File: config.mk
export PLATFORM = sky130hd
export DESIGN_NAME = mips_exec_unit
export DESIGN_NICKNAME = d
export VERILOG_FILES = /design/src/rtl/mips_exec_pkg.sv /design/src/rtl/mips_alu_core.sv /design/src/rtl/mips_exec_unit.sv
export SDC_FILE = /design/constraint.sdc
export NUM_CORES = 1
export LEC_CHECK = 0
export ABC_AREA = 0
export BUFFER_PORTS_ARGS = -buffer_cell sky130_fd_sc_hd__buf_2
export CORE_ASPECT_RATIO = 1.4
export CORE_MARGIN = 2
export CORE_UTILIZATION = 58
export DETAILED_ROUTE_END_ITERATION = 6
export PLACE_DENSITY = 0.9
export SLEW_MARGIN = 20
export SYNTH_ARGS = -nofsm -noshare
export SYNTH_HDL_FRONTEND = slang
export SYNTH_HIERARCHICAL = 1
export SYNTH_SLANG_ARGS = --single-unit
File: constraint.sdc
create_clock -name clk -period 6.2 [get_ports clk]
set_input_delay 1.86 -clock clk [delete_from_list [all_inputs] [get_ports clk]]
set_output_delay 1.86 -clock clk [all_outputs]
set_load 0.005 [all_outputs]
File: src/rtl/mips_exec_pkg.sv
// Shared encodings for the MIPS decode/execute slice: opcodes, funct codes,
// ALU operation selects and the registered control bundle.
package mips_exec_pkg;

  localparam logic [5:0] OP_RTYPE = 6'b000000;
  localparam logic [5:0] OP_LW    = 6'b100011;
  localparam logic [5:0] OP_SW    = 6'b101011;
  localparam logic [5:0] OP_ADDI  = 6'b001000;
  localparam logic [5:0] OP_BEQ   = 6'b000100;
  localparam logic [5:0] OP_BNE   = 6'b000101;
  localparam logic [5:0] OP_J     = 6'b000010;

  localparam logic [5:0] FN_ADD = 6'b100000;
  localparam logic [5:0] FN_SUB = 6'b100010;
  localparam logic [5:0] FN_AND = 6'b100100;
  localparam logic [5:0] FN_OR  = 6'b100101;
  localparam logic [5:0] FN_XOR = 6'b100110;
  localparam logic [5:0] FN_NOR = 6'b100111;
  localparam logic [5:0] FN_SLT = 6'b101010;

  localparam logic [3:0] ALUCTL_AND = 4'b0000;
  localparam logic [3:0] ALUCTL_OR  = 4'b0001;
  localparam logic [3:0] ALUCTL_ADD = 4'b0010;
  localparam logic [3:0] ALUCTL_SUB = 4'b0110;
  localparam logic [3:0] ALUCTL_SLT = 4'b0111;
  localparam logic [3:0] ALUCTL_NOR = 4'b1100;
  localparam logic [3:0] ALUCTL_XOR = 4'b1101;

  localparam logic [1:0] ALUOP_MEM    = 2'b00;
  localparam logic [1:0] ALUOP_BRANCH = 2'b01;
  localparam logic [1:0] ALUOP_RTYPE  = 2'b10;
  localparam logic [1:0] ALUOP_ADD    = 2'b11;

  // Control bits carried into the EX/MEM register.
  typedef struct packed {
    logic regwrite;
    logic memread;
    logic memwrite;
    logic memtoreg;
    logic branch_eq;
    logic branch_ne;
    logic jump;
  } ex_ctl_t;

  function automatic logic [31:0] sign_ext16(input logic [15:0] imm);
    return {{16{imm[15]}}, imm};
  endfunction

endpackage

File: src/rtl/mips_alu_core.sv
// Combinational ALU: operation select, zero flag and, when EXEC_OVERFLOW_EN
// is defined, signed overflow for add/sub.
module mips_alu_core
  import mips_exec_pkg::*;
#(
  parameter int unsigned W = 32
) (
  input  logic [W-1:0] a_i,
  input  logic [W-1:0] b_i,
  input  logic [3:0]   aluctl_i,
  output logic [W-1:0] result_o,
  output logic         zero_o
`ifdef EXEC_OVERFLOW_EN
  ,
  output logic         ovf_o
`endif
);

  logic [W-1:0] sum;
  logic [W-1:0] diff;

  assign sum  = a_i + b_i;
  assign diff = a_i - b_i;

  always_comb begin
    result_o = '0;
    case (aluctl_i)
      ALUCTL_AND: result_o = a_i & b_i;
      ALUCTL_OR:  result_o = a_i | b_i;
      ALUCTL_ADD: result_o = sum;
      ALUCTL_SUB: result_o = diff;
      ALUCTL_SLT: result_o = {{(W-1){1'b0}}, ($signed(a_i) < $signed(b_i))};
      ALUCTL_NOR: result_o = ~(a_i | b_i);
      ALUCTL_XOR: result_o = a_i ^ b_i;
      default:    result_o = '0;
    endcase
  end

  assign zero_o = (result_o == '0);

`ifdef EXEC_OVERFLOW_EN
  // Overflow when operand signs agree (add) or differ (sub) and the result sign flips.
  always_comb begin
    ovf_o = 1'b0;
    case (aluctl_i)
      ALUCTL_ADD: ovf_o = (a_i[W-1] == b_i[W-1]) && (sum[W-1] != a_i[W-1]);
      ALUCTL_SUB: ovf_o = (a_i[W-1] != b_i[W-1]) && (diff[W-1] != a_i[W-1]);
      default:    ovf_o = 1'b0;
    endcase
  end
`endif

endmodule

File: src/rtl/mips_exec_unit.sv
// MIPS decode-and-execute slice with a 1-cycle EX/MEM register stage.
// Optional signed overflow reporting on ovf_q is enabled by EXEC_OVERFLOW_EN.
module mips_exec_unit
  import mips_exec_pkg::*;
#(
  parameter int unsigned W = 32
) (
  input  logic         clk,
  input  logic         rst_n,
  input  logic [31:0]  instr,
  input  logic [W-1:0] rs_data,
  input  logic [W-1:0] rt_data,
  input  logic         stall,
  input  logic         flush,
  output logic         regdst,
  output logic         alusrc,
  output logic         memread,
  output logic         memwrite,
  output logic         memtoreg,
  output logic         regwrite,
  output logic         branch_eq,
  output logic         branch_ne,
  output logic         jump,
  output logic [1:0]   aluop,
  output logic [3:0]   aluctl,
  output logic [W-1:0] result_q,
  output logic         zero_q,
  output logic [4:0]   wrreg_q,
  output logic         regwrite_q,
  output logic         memread_q,
  output logic         memwrite_q,
  output logic         memtoreg_q,
  output logic         branch_eq_q,
  output logic         branch_ne_q,
  output logic         jump_q,
  output logic         ovf_q
);

  logic [5:0]   opcode;
  logic [5:0]   funct;
  logic [4:0]   rt_idx;
  logic [4:0]   rd_idx;
  logic [W-1:0] imm_sx;
  logic [W-1:0] alu_b;
  logic [W-1:0] alu_result;
  logic         alu_zero;
  logic [4:0]   wrreg_d;
  ex_ctl_t      ctl_d;
  ex_ctl_t      ctl_q;
  logic         unused_instr;

  assign opcode = instr[31:26];
  assign rt_idx = instr[20:16];
  assign rd_idx = instr[15:11];
  assign funct  = instr[5:0];
  assign imm_sx = sign_ext16(instr[15:0]);
  // rs index and shamt are resolved outside this slice.
  assign unused_instr = ^{instr[25:21], instr[10:6]};

  always_comb begin
    regdst    = 1'b0;
    alusrc    = 1'b0;
    memread   = 1'b0;
    memwrite  = 1'b0;
    memtoreg  = 1'b0;
    regwrite  = 1'b0;
    branch_eq = 1'b0;
    branch_ne = 1'b0;
    jump      = 1'b0;
    aluop     = ALUOP_MEM;
    case (opcode)
      OP_RTYPE: begin
        regdst   = 1'b1;
        regwrite = 1'b1;
        aluop    = ALUOP_RTYPE;
      end
      OP_LW: begin
        memread  = 1'b1;
        memtoreg = 1'b1;
        regwrite = 1'b1;
        alusrc   = 1'b1;
      end
      OP_SW: begin
        memwrite = 1'b1;
        alusrc   = 1'b1;
      end
      OP_ADDI: begin
        regwrite = 1'b1;
        alusrc   = 1'b1;
      end
      OP_BEQ: begin
        branch_eq = 1'b1;
        aluop     = ALUOP_BRANCH;
      end
      OP_BNE: begin
        branch_ne = 1'b1;
        aluop     = ALUOP_BRANCH;
      end
      OP_J:    jump = 1'b1;
      default: ;
    endcase
  end

  always_comb begin
    aluctl = ALUCTL_ADD;
    case (aluop)
      ALUOP_MEM:    aluctl = ALUCTL_ADD;
      ALUOP_BRANCH: aluctl = ALUCTL_SUB;
      ALUOP_ADD:    aluctl = ALUCTL_ADD;
      ALUOP_RTYPE: begin
        case (funct)
          FN_ADD:  aluctl = ALUCTL_ADD;
          FN_SUB:  aluctl = ALUCTL_SUB;
          FN_AND:  aluctl = ALUCTL_AND;
          FN_OR:   aluctl = ALUCTL_OR;
          FN_XOR:  aluctl = ALUCTL_XOR;
          FN_NOR:  aluctl = ALUCTL_NOR;
          FN_SLT:  aluctl = ALUCTL_SLT;
          default: aluctl = ALUCTL_AND;
        endcase
      end
      default:      aluctl = ALUCTL_ADD;
    endcase
  end

  assign alu_b   = alusrc ? imm_sx : rt_data;
  assign wrreg_d = regdst ? rd_idx : rt_idx;

  always_comb begin
    ctl_d           = '0;
    ctl_d.regwrite  = regwrite;
    ctl_d.memread   = memread;
    ctl_d.memwrite  = memwrite;
    ctl_d.memtoreg  = memtoreg;
    ctl_d.branch_eq = branch_eq;
    ctl_d.branch_ne = branch_ne;
    ctl_d.jump      = jump;
  end

`ifdef EXEC_OVERFLOW_EN
  logic alu_ovf;
`endif

  mips_alu_core #(
    .W(W)
  ) u_alu (
    .a_i      (rs_data),
    .b_i      (alu_b),
    .aluctl_i (aluctl),
    .result_o (alu_result),
    .zero_o   (alu_zero)
`ifdef EXEC_OVERFLOW_EN
    ,
    .ovf_o    (alu_ovf)
`endif
  );

  // A stall turns the slot into a bubble but still lets the datapath capture.
  always_ff @(posedge clk or negedge rst_n) begin
    if (!rst_n) begin
      result_q <= '0;
      zero_q   <= 1'b0;
      wrreg_q  <= '0;
      ctl_q    <= '0;
    end else if (flush) begin
      result_q <= '0;
      zero_q   <= 1'b0;
      wrreg_q  <= '0;
      ctl_q    <= '0;
    end else begin
      result_q <= alu_result;
      zero_q   <= alu_zero;
      wrreg_q  <= wrreg_d;
      ctl_q    <= stall ? '0 : ctl_d;
    end
  end

`ifdef EXEC_OVERFLOW_EN
  always_ff @(posedge clk or negedge rst_n) begin
    if (!rst_n) begin
      ovf_q <= 1'b0;
    end else if (flush) begin
      ovf_q <= 1'b0;
    end else begin
      ovf_q <= alu_ovf;
    end
  end
`else
  assign ovf_q = 1'b0;
`endif

  assign regwrite_q  = ctl_q.regwrite;
  assign memread_q   = ctl_q.memread;
  assign memwrite_q  = ctl_q.memwrite;
  assign memtoreg_q  = ctl_q.memtoreg;
  assign branch_eq_q = ctl_q.branch_eq;
  assign branch_ne_q = ctl_q.branch_ne;
  assign jump_q      = ctl_q.jump;

endmodule

==> results of run 1 <==
## layer usage
metal,global-route usage,GRT overflow
met5,0.443,0
met1,0.707,0
met2,0.840,6
met4,0.668,1
met3,0.671,0
## cells by family after synthesis
kind of cell,synth area share
compound gates,0.320
other cells,0.000473
mux,0.0353
simple gates,0.247
flops,0.139
fa+ha+maj,0.161
buf+inv,0.0929
xor+xnor,0.00442
## stage by stage
step / setup WS (ns) / instance area (um2)
floorplan: 0.111 / 7930
global placement: -0.124 / 10100
detailed placement: -0.424 / 10100
CTS: 0.000538 / 10700
## timing repair
item / 4_1_cts
setup buffers: 25
endpoints found under the setup margin: 2
endpoints found under the hold margin: 0
hold buffers: 0
pin swaps: 27
gates resized for setup: 63
==> reports/metrics.csv, run 1 <==
stage,metric,value,unit
place,dpl.hpwl,25200,um
synthesis,synth_warnings,6,
cts,htreeDepth,2,
place,port_buffers,154,
synthesis,synth_common_cells,"ha_1 (99), inv_1 (97), nor2_1 (94)",
place,place_inst,1524,
cts,cts_buffer_depth,2,
outcome,stop_error,[ERROR GRT-0116] Global routing finished with congestion. Check the congestion regions in the DRC Viewer.,
grt,grt_usage,0.725,
synthesis,postSynthCellCount,1062,
place,gp_congestion,1.08,
synthesis,mappedNetlistArea,0.00793,mm2
synthesis,netlist_top_cells_area,"ha_1 (16%), dfrtp_1 (14%), a21oi_1 (4.7%), inv_1 (4.6%), nor2_1 (4.5%)",
die,io_pins,161,
synthesis,synth-seq-area-share,0.139,
synthesis,ys_ff_latch,44,
synthesis,ys_async_sr_fraction,1.00,
die,start_util,0.592,
synthesis,yosysMostFrequentCell,ha_1,
synthesis,ys.flop_type,dfrtp_1,
grt,grt_remaining_overflow,7,
outcome,status,aborted with a tool error,
synthesis,yosysTopAreaCell,ha_1,
grt,grt_pass1_wl,78400,um
cts,clock-sinks,44,
die,chipWidth,103,um
cts,cts-root-buf,clkbuf_16,
grt,first_global_vias,12400,
die,die_y,142,um
grt,grt_max_degree,45,
synthesis,synth-edff-count,0,
synthesis,syn_nets,1263,
outcome,failing_step,5_1_grt,
synthesis,netlist.area_leader.share,0.156,
die,rows,50,
cts,cts_buffers,5,
synthesis,avgSynthCellArea,7.47,um2
synthesis,yosysUniqueCellTypes,97,
==> run 2: changes to the inputs <==
- CORE_ASPECT_RATIO: 1.4 -> unset
- CORE_UTILIZATION: 58 -> 40
- PLACE_DENSITY: 0.9 -> unset
- PLACE_DENSITY_LB_ADDON: unset -> 0.15
==> run 2 against run 1 <==
Synthesized area stayed put. Synthesized cell count did not move. The flow now finishes, with violations (setup timing).
==> reports/metrics.csv, run 2 <==
stage,metric,value,unit
synthesis,yosysTopAreaCell,ha_1,
cells_and_area,largest_register_ffs,32,
timing,timing.final.ws_setup,-0.00333,ns
cts,htreeDepth,2,
grt,grt_max_degree,45,
timing,fin_tns_setup,-0.00333,ns
place,gp_congestion,0.977,
timing,grt_setup_unrepaired,true,
setup_path,worstPathRequired,6.42,ns
worst_hold_path,hp-class,input port to asynchronous set/reset pin,
routing,totalWireLength,30800,um
setup_path,cp.arrival,6.42,ns
synthesis,postSynthCellCount,1062,
timing,finalCriticalPeriod,6.20,ns
routing,drc_errors,0,
cells_and_area,fill_cells,1840,
synthesis,yosysMostFrequentCell,ha_1,
power,vdd_drop_max,0.0000870,V
setup_path,worstSetupPathType,input port to register,
synthesis,yosysUniqueCellTypes,97,
grt,antenna_found_initial,0,
cts,cts_buffer_depth,2,
timing,fmax,161,MHz
cts,cts_buffers,5,
cells_and_area,layout_commonest_cell,buf_4,
power,power_frac_seq,0.203,
synthesis,synth-seq-area-share,0.139,
cts,cts_hold_buffers,0,
routing,antenna_left,0,
routing,wl_per_cell,18.0,um
power,netSwitchingFraction,0.402,
timing,fin_crit_sh,1.00,
die,die_area,0.0210,mm2
cells_and_area,num_antenna_cells,0,
die,start_util,0.407,
power,p_sw,639,uW
timing,hold_slack,1.55,ns
place,dpl.hpwl,25500,um
place,place_area,0.0109,mm2
cts,cts-root-buf,clkbuf_16,
outcome,violations,setup timing,
die,rows,51,
cts,path_clk_slew,0.07,ns
synthesis,syn_nets,1263,
timing,tightest_slew,0.822,ns
timing,drv_slew,0,
die,chipWidth,145,um
place,port_buffers,154,
die,coreArea,0.0195,mm2
synthesis,synth-edff-count,0,
grt,grt_pass1_wl,46900,um
routing,vias,9509,
synthesis,netlist.area_leader.share,0.156,
timing,hold_viol_final,0,
cts,cts_tree,done,
grt,first_global_vias,8871,
synthesis,synth_warnings,6,
power,p_clk_frac,0.178,
cts,clock-sinks,44,
die,die_y,145,um
cells_and_area,reg.largest.list,"result_q x32, wrreg_q x5",
cells_and_area,layout_common_cells,"buf_4 (283), buf_2 (153), ha_1 (98), inv_1 (97), nor2_1 (94)",
cells_and_area,syn_to_final_growth,41.6,%
routing,drt_iter0_drc,739,
synthesis,netlist_top_cells_area,"ha_1 (16%), dfrtp_1 (14%), a21oi_1 (4.7%), inv_1 (4.6%), nor2_1 (4.5%)",
setup_path,cp_max_fo,10,
flow_run,max_cap_violations,0,
power,cellInternalPower,949,uW
setup_path,end_kind,register,
power,cellLeakagePower,5.82,nW
cells_and_area,regMostFlops,result_q,
cells_and_area,drive_gt1_frac,0.361,
routing,drtPass1Iterations,5,
grt,grt_usage,0.286,
grt,grt_remaining_overflow,0,
cells_and_area,final_area,0.0112,mm2
synthesis,synth_common_cells,"ha_1 (99), inv_1 (97), nor2_1 (94)",
synthesis,ys_async_sr_fraction,1.00,
cells_and_area,nets,1645,
power,combPwrFrac,0.619,
timing,finalSetupViolCount,1,
synthesis,ys_ff_latch,44,
routing,routed_via_density,5.56,
power,power.density,142,mW/mm2
synthesis,ys.flop_type,dfrtp_1,
die,io_pins,161,
synthesis,avgSynthCellArea,7.47,um2
setup_path,critPathLaunchType,input port,
outcome,status,finished with violations,
synthesis,mappedNetlistArea,0.00793,mm2
timing,relSlewSlack,0.445,
-- run 2: cell counts after synthesis --
No cell type changed its count.
-- run 2: final timing paths --
check / to / slack [ns] / startpoint / depth (start not counted)
max in group asynchronous: branch_ne_q / 4.25 / rst_n / 1
min in group clk: wrreg_q[1] / 1.83 / instr[17] / 3
max: zero_q / -0.003 / instr[31] / 20
min: result_q[23] / 1.55 / rst_n / 1
-- run 2: routing by layer --
layer | part of all wire | up-vias | global-route usage | wire length (um)
met5 | 0 | - | 0 | 0
met4 | 0.019 | 0 | 0.0669 | 582
met2 | 0.45 | 420 | 0.475 | 14000
met1 | 0.45 | 4415 | 0.398 | 13900
met3 | 0.076 | 46 | 0.0313 | 2350
li1 | - | 4628 | - | -
-- run 2: timing repair --
item | 4_1_cts | 5_1_grt
setup endpoints to repair | 1 | 2
gates resized for setup | 8 | 14
setup buffers | 0 | 4
pin swaps | 0 | 7
-- run 2: cell type report --
type / count / area (um2) / share of cell area
Multi-Input combinational cell: 850 / 6250 / 0.557
Clock buffer: 7 / 143 / 0.0127
Clock inverter: 1 / 7.51 / 0.000669
Inverter: 100 / 380 / 0.0339
Tap cell: 265 / 332 / 0.0295
Timing Repair Buffer: 443 / 3010 / 0.268
Sequential cell: 44 / 1100 / 0.0981
-- run 2: metrics by stage --
stage | instances | setup WS [ns] | util | power [mW]
final | 1710 | -0.00333 | 0.577 | 1.59
after CTS | 1706 | 0.00495 | 0.572 | 1.57
after global routing | 1710 | -0.143 | 0.577 | 1.69
after detailed placement | 1698 | -0.331 | 0.562 | 1.28
after global placement | 1698 | -0.381 | 0.562 | 1.27
after floorplan | 1062 | 0.111 | - | 0.817
-- run 2: power groups by stage --
stage	logic (mW)	clock network, mW	registers [mW]
final	0.984	0.282	0.322
after global routing	1.07	0.296	0.326
after CTS	0.959	0.286	0.322
after detailed placement	0.951	0	0.328
after global placement	0.944	0	0.327
after floorplan	0.483	0	0.334
-- run 2: cells by family after synthesis --
logic type | count (synthesis) | share of synthesized area
adder cells (fa/ha/maj) | 101 | 0.161
AO/OA/AOI/OAI | 350 | 0.320
AND/OR/NAND/NOR | 368 | 0.247
XOR/XNOR | 4 | 0.00442
flip-flops | 44 | 0.139
buffers and inverters | 168 | 0.0929
multiplexers | 26 | 0.0353
other | 1 | 0.000473
-- run 2: critical path: stages --
cell       delay [ns]
buf_2            0.14
and3_1           0.23
o21ai_4          0.24
buf_12           0.18
mux2_2           0.36
inv_1            0.10
ha_1             0.25
buf_4            0.15
a211oi_1         0.33
o21bai_2         0.20
o2111ai_1        0.20
nand2_1          0.16
a41o_1           0.30
a311o_1          0.39
a21oi_1          0.17
o21bai_1         0.10
o211a_1          0.15
a2111oi_0        0.55
and4b_1          0.25
nor2b_1          0.11
No activity file was read; power rests on OpenSTA's default activity.
==> run 3: changes to the inputs <==
- CELL_PAD_IN_SITES_DETAIL_PLACEMENT: unset -> 1
- CELL_PAD_IN_SITES_GLOBAL_PLACEMENT: unset -> 1
==> run 3 against run 2 <==
Count of clock-buffer cells in the layout decreased by 2. The run still ends with setup timing left. Final area grew 2.2%. Cell count stayed put. Critical path type unchanged. Combinational power increased by 13%.
==> reports/metrics.csv, run 3 (synthesis gave the netlist of run 2 again) <==
stage,metric,value,unit
routing,drt_iter0_drc,961,
cells_and_area,fill_cells,2490,
timing,hold_viol_final,0,
routing,drc_errors,0,
cells_and_area,layout_commonest_cell,buf_4,
cells_and_area,largest_register_ffs,32,
timing,fmax,142,MHz
cells_and_area,layout_common_cells,"buf_4 (277), buf_2 (154), inv_1 (97), ha_1 (97), nor2_1 (93)",
setup_path,crit_family,simple AND/OR/NAND/NOR gates,
cells_and_area,syn_to_final_growth,44.7,%
flow_run,max_cap_violations,0,
power,power.density,154,mW/mm2
place,gp_congestion,0.946,
routing,wl_per_cell,25.8,um
cells_and_area,nets,1644,
grt,grt_usage,0.371,
setup_path,cp.arrival,7.22,ns
timing,finalCriticalPeriod,7.06,ns
grt,antenna_found_initial,6,
timing,tightest_slew,1.38,ns
cts,cts-root-buf,clkbuf_16,
routing,totalWireLength,44100,um
power,power_frac_seq,0.187,
setup_path,cp.buffers_inverters,3,
timing,relSlewSlack,0.0657,
place,port_buffers,154,
grt,grt_max_degree,45,
grt,grt_pass1_wl,60100,um
setup_path,critPathLaunchType,input port,
setup_path,worstPathRequired,6.36,ns
routing,routed_via_density,6.31,
cts,cts_tree,done,
power,p_clk_frac,0.184,
cells_and_area,utilization,0.590,
outcome,violations,setup timing,
die,chipWidth,145,um
place,pre_cts_slack,-0.652,ns
power,cellLeakagePower,5.88,nW
die,rows,51,
setup_path,crit_top_cell,buf_4,
die,start_util,0.407,
routing,antenna_left,0,
setup_path,worstSetupPathType,input port to register,
setup_path,end_kind,register,
cells_and_area,regMostFlops,result_q,
power,p_sw,770,uW
timing,fin_crit_sh,1.14,
worst_hold_path,hp-class,input port to asynchronous set/reset pin,
cells_and_area,reg.largest.list,"result_q x32, wrreg_q x5",
setup_path,path_depth,14,
cells_and_area,instances_no_fill,1710,
setup_path,crit_slowest_cell,o311ai_0,
die,die_area,0.0210,mm2
grt,first_global_vias,10700,
setup_path,crit_chain,"buf_2, or4_4, or3_4, ha_1, a311o_2, nor4_2, buf_4, a221oi_1, nor2b_1, o311ai_0, buf_4, nor3_1, and4b_1, nor2b_4",
routing,drtPass1Iterations,6,
die,die_y,145,um
place,place_inst,1691,
power,combPwrFrac,0.629,
die,coreArea,0.0195,mm2
power,cellInternalPower,999,uW
timing,fin_tns_setup,-1.54,ns
cts,htreeDepth,2,
place,dpl.hpwl,30000,um
timing,finalSetupViolCount,4,
power,netSwitchingFraction,0.436,
outcome,status,finished with violations,
die,io_pins,161,
power,power,1.77,mW
cts,clock-sinks,44,
cts,cts_buffers,5,
cts,cts_buffer_depth,2,
timing,grt_setup_unrepaired,true,
cts,cts_hold_buffers,0,
timing,drv_slew,0,
routing,vias,10800,
setup_path,cp_max_fo,11,
cells_and_area,drive_gt1_frac,0.377,
cts,path_clk_slew,0.07,ns
timing,timing.final.ws_setup,-0.863,ns
power,vdd_drop_max,0.000110,V
grt,grt_remaining_overflow,0,
setup_path,max_stage_delay,1.17,ns
[run 3: cell count changes in the layout (fill, tap and decap cells not counted), moves of 3 or more]
cell | before | now
o21ai_1 | 6 | 11
buf_4 | 283 | 277
or4_1 | 3 | 0
a21oi_2 | 2 | 5
or4_4 | 0 | 3
a21oi_1 | 73 | 69
buf_12 | 5 | 8
o21ai_0 | 40 | 35
[run 3: power by group through the flow]
stage                     Combinational (mW)  Clock [mW]  Sequential (mW)
after floorplan                        0.483           0            0.334
final                                   1.11       0.325            0.332
after global placement                 0.943           0            0.329
after global routing                    1.17       0.338            0.333
after CTS                               1.00       0.321            0.328
after detailed placement               0.976           0            0.333
[run 3: through the flow]
step           cell area, um2  hold WS (ns)
3_3_place_gp            10900          2.06
4_1_cts                 11200          1.77
2_1_floorplan            7930          1.56
5_1_grt                 11500          1.45
6_report                11500          1.44
3_5_place_dp            10900          2.08
[run 3: per-layer routing]
| layer | share of wire | global-route usage | up-vias |
|---|---|---|---|
| met5 | 0.0016 | 0 | - |
| met4 | 0.066 | 0.146 | 6 |
| met3 | 0.098 | 0.0573 | 252 |
| met2 | 0.46 | 0.640 | 695 |
| met1 | 0.38 | 0.464 | 5205 |
| li1 | - | - | 4624 |
[run 3: path summary, 6_finish.rpt]
| kind | from | endpoint | slack, ns |
|---|---|---|---|
| min | rst_n | result_q[6] | 1.44 |
| max | instr[29] | zero_q | -0.86 |
| min in group clk | instr[13] | wrreg_q[2] | 1.82 |
| max in group asynchronous | rst_n | result_q[7] | 4.26 |
[run 3: timing repair]
action / 4_1_cts / 5_1_grt
pin swaps: 13 / 23
gates resized for setup: 30 / 38
setup buffers: 3 / 6
cloned: 0 / 0
endpoints found under the setup margin: 2 / 6
endpoints found under the hold margin: 0 / 0
[run 3: cell type report]
class / instances / area, um2 / share of cell area
Clock buffer: 5 / 125 / 0.0109
Antenna cell: 1 / 2.50 / 0.000218
Clock inverter: 3 / 46.3 / 0.00403
Tap cell: 265 / 332 / 0.0289
Inverter: 100 / 380 / 0.0332
Multi-Input combinational cell: 850 / 6440 / 0.561
Timing Repair Buffer: 442 / 3050 / 0.266
Sequential cell: 44 / 1100 / 0.0960
==> run 4: changes to the inputs <==
- GPL_TIMING_DRIVEN: unset -> 0
- PLACE_DENSITY: unset -> 0.84
- PLACE_DENSITY_LB_ADDON: 0.15 -> unset
==> run 4 against run 3 <==
The flow finishes with violations (DRC, setup timing). Global-route usage decreased by 1.7 points. Die area unchanged. Routed wire length down 8.0%. Largest cell class unchanged.
==> reports/metrics.csv, run 4 (synthesis gave the netlist of run 2 again) <==
stage,metric,value,unit
outcome,status,finished with violations,
outcome,violations,"DRC, setup timing",
cells_and_area,fill_cells,2456,
cts,path_clk_slew,0.07,ns
timing,finalCriticalPeriod,6.66,ns
die,chipWidth,145,um
cells_and_area,drive_gt1_frac,0.268,
place,port_buffers,153,
cells_and_area,layout_common_cells,"buf_2 (167), inv_1 (97), ha_1 (95), nor2_1 (92)",
routing,routed_via_density,6.60,
timing,drv_slew,0,
setup_path,crit_path_start,instr[30],
power,cellLeakagePower,4.86,nW
flow_run,max_cap_violations,0,
timing,fin_crit_sh,1.07,
cells_and_area,regMostFlops,result_q,
cts,cts_buffer_depth,2,
power,power,1.47,mW
die,die_area,0.0210,mm2
grt,grt_remaining_overflow,0,
die,rows,51,
setup_path,cp_max_fo,9,
setup_path,endpoint,zero_q,
cts,clock-sinks,44,
timing,tightest_slew,0.858,ns
cts,cts_buffers,5,
cells_and_area,reg.largest.list,"result_q x32, wrreg_q x5",
setup_path,cp.buffers_inverters,3,
cells_and_area,nets,1447,
grt,antenna_found_initial,5,
place,gp_congestion,0.939,
routing,antenna_left,0,
setup_path,critPathLaunchType,input port,
cts,cts_hold_buffers,0,
cells_and_area,instances_no_fill,1514,
setup_path,crit_chain,"buf_6, or4_4, or3_4, inv_8, ha_4, and3b_2, nand2_4, nor3b_4, or4b_2, buf_6, nor2_1, a221o_1, a21o_1, nand4b_1, nor3_2, or4b_4, nor4_4, nand4b_1, nor3_2, and4b_1, nor2b_2",
routing,drtPass1Iterations,7,
timing,timing.final.ws_setup,-0.456,ns
place,place_inst,1480,
timing,relSlewSlack,0.428,
die,io_pins,161,
setup_path,max_stage_delay,0.55,ns
routing,drt_iter0_drc,1093,
cells_and_area,largest_register_ffs,32,
timing,finalSetupViolCount,7,
timing,grt_setup_unrepaired,true,
setup_path,cp.arrival,6.89,ns
grt,first_global_vias,9755,
setup_path,crit_slowest_cell,or4_4,
die,die_y,145,um
cells_and_area,syn_to_final_growth,24.3,%
cells_and_area,regArea,0.00110,mm2
cells_and_area,layout_commonest_cell,buf_2,
routing,totalWireLength,40600,um
power,power.density,149,mW/mm2
cts,cts-root-buf,clkbuf_16,
setup_path,crit_family,simple AND/OR/NAND/NOR gates,
routing,vias,9990,
timing,fmax,150,MHz
setup_path,path_depth,21,
cells_and_area,multi_input_area,0.00641,mm2
routing,drc_errors,2,
setup_path,worstSetupPathType,input port to register,
setup_path,end_kind,register,
die,start_util,0.407,
grt,grt_max_degree,45,
cts,htreeDepth,2,
timing,fin_tns_setup,-0.940,ns
power,vdd_drop_max,0.0000989,V
routing,wl_per_cell,26.8,um
cts,cts_tree,done,
timing,hold_viol_final,0,
place,dpl.hpwl,27400,um
die,coreArea,0.0195,mm2
grt,grt_usage,0.354,
setup_path,worstPathRequired,6.43,ns
grt,grt_pass1_wl,56500,um
worst_hold_path,hp-class,input port to asynchronous set/reset pin,
run 4: cell count changes in the layout (fill, tap and decap cells not counted), moves of 3 or more:
cell	previous run	this run
buf_6	2	12
o21ai_1	11	6
buf_2	154	167
buf_4	277	30
buf_12	8	3
clkbuf_1	0	16
a21oi_2	5	9
o21ai_0	35	40
a21oi_1	69	66
clkbuf_4	0	7
clkbuf_2	0	6
run 4: power by group:
part	internal, mW	switching, mW
Sequential	0.316	0.00959
Combinational	0.314	0.546
Clock	0.159	0.124
Total	0.790	0.679
run 4: final cells by class:
type,count,share of cell area
plain buffers,67,0.0465
repair buffers,178,0.103
clock buffers,6,0.0141
inverters,100,0.0389
well taps,265,0.0337
multi-input cells,850,0.651
flip-flops and latches,44,0.112
diodes,2,0.000508
clock inverters,2,0.00102
run 4: through the flow:
step                hold WS [ns]  setup slack, ns  cell area (um2)   util
finish                      1.45           -0.456             9850  0.506
global route                1.46           -0.603             9850  0.506
CTS                         1.76           -0.220             9580  0.492
detailed placement          2.08            -1.31             9040  0.464
global placement            2.06            -1.65             9030  0.464
floorplan                   1.56            0.111             7930      -
run 4: routing by layer:
| metal | track usage | part of all wire | vias to the layer above |
|---|---|---|---|
| met5 | 0 | 0.00099 | - |
| met4 | 0.186 | 0.061 | 6 |
| met3 | 0.0842 | 0.12 | 213 |
| met2 | 0.563 | 0.43 | 748 |
| met1 | 0.444 | 0.38 | 4792 |
| li1 | - | - | 4231 |
run 4: how the worst min path moves through the flow:
| stage | start | endpoint | slack, ns | cells past startpoint |
|---|---|---|---|---|
| 3_3_place_gp | rst_n | result_q[11] | 2.06 | 1 |
| 6_report | rst_n | result_q[21] | 1.45 | 1 |
| 4_1_cts | rst_n | result_q[21] | 1.76 | 1 |
| 5_1_grt | rst_n | result_q[21] | 1.46 | 1 |
| 3_5_place_dp | rst_n | result_q[21] | 2.08 | 1 |
| 2_1_floorplan | rst_n | branch_eq_q | 1.56 | 0 |
run 4: repair_timing:
item                       4_1_cts  5_1_grt
setup endpoints to repair       19        8
pin swaps                       18       13
buffers inserted                17        6
resized for setup               64       46
cloned                           0        1
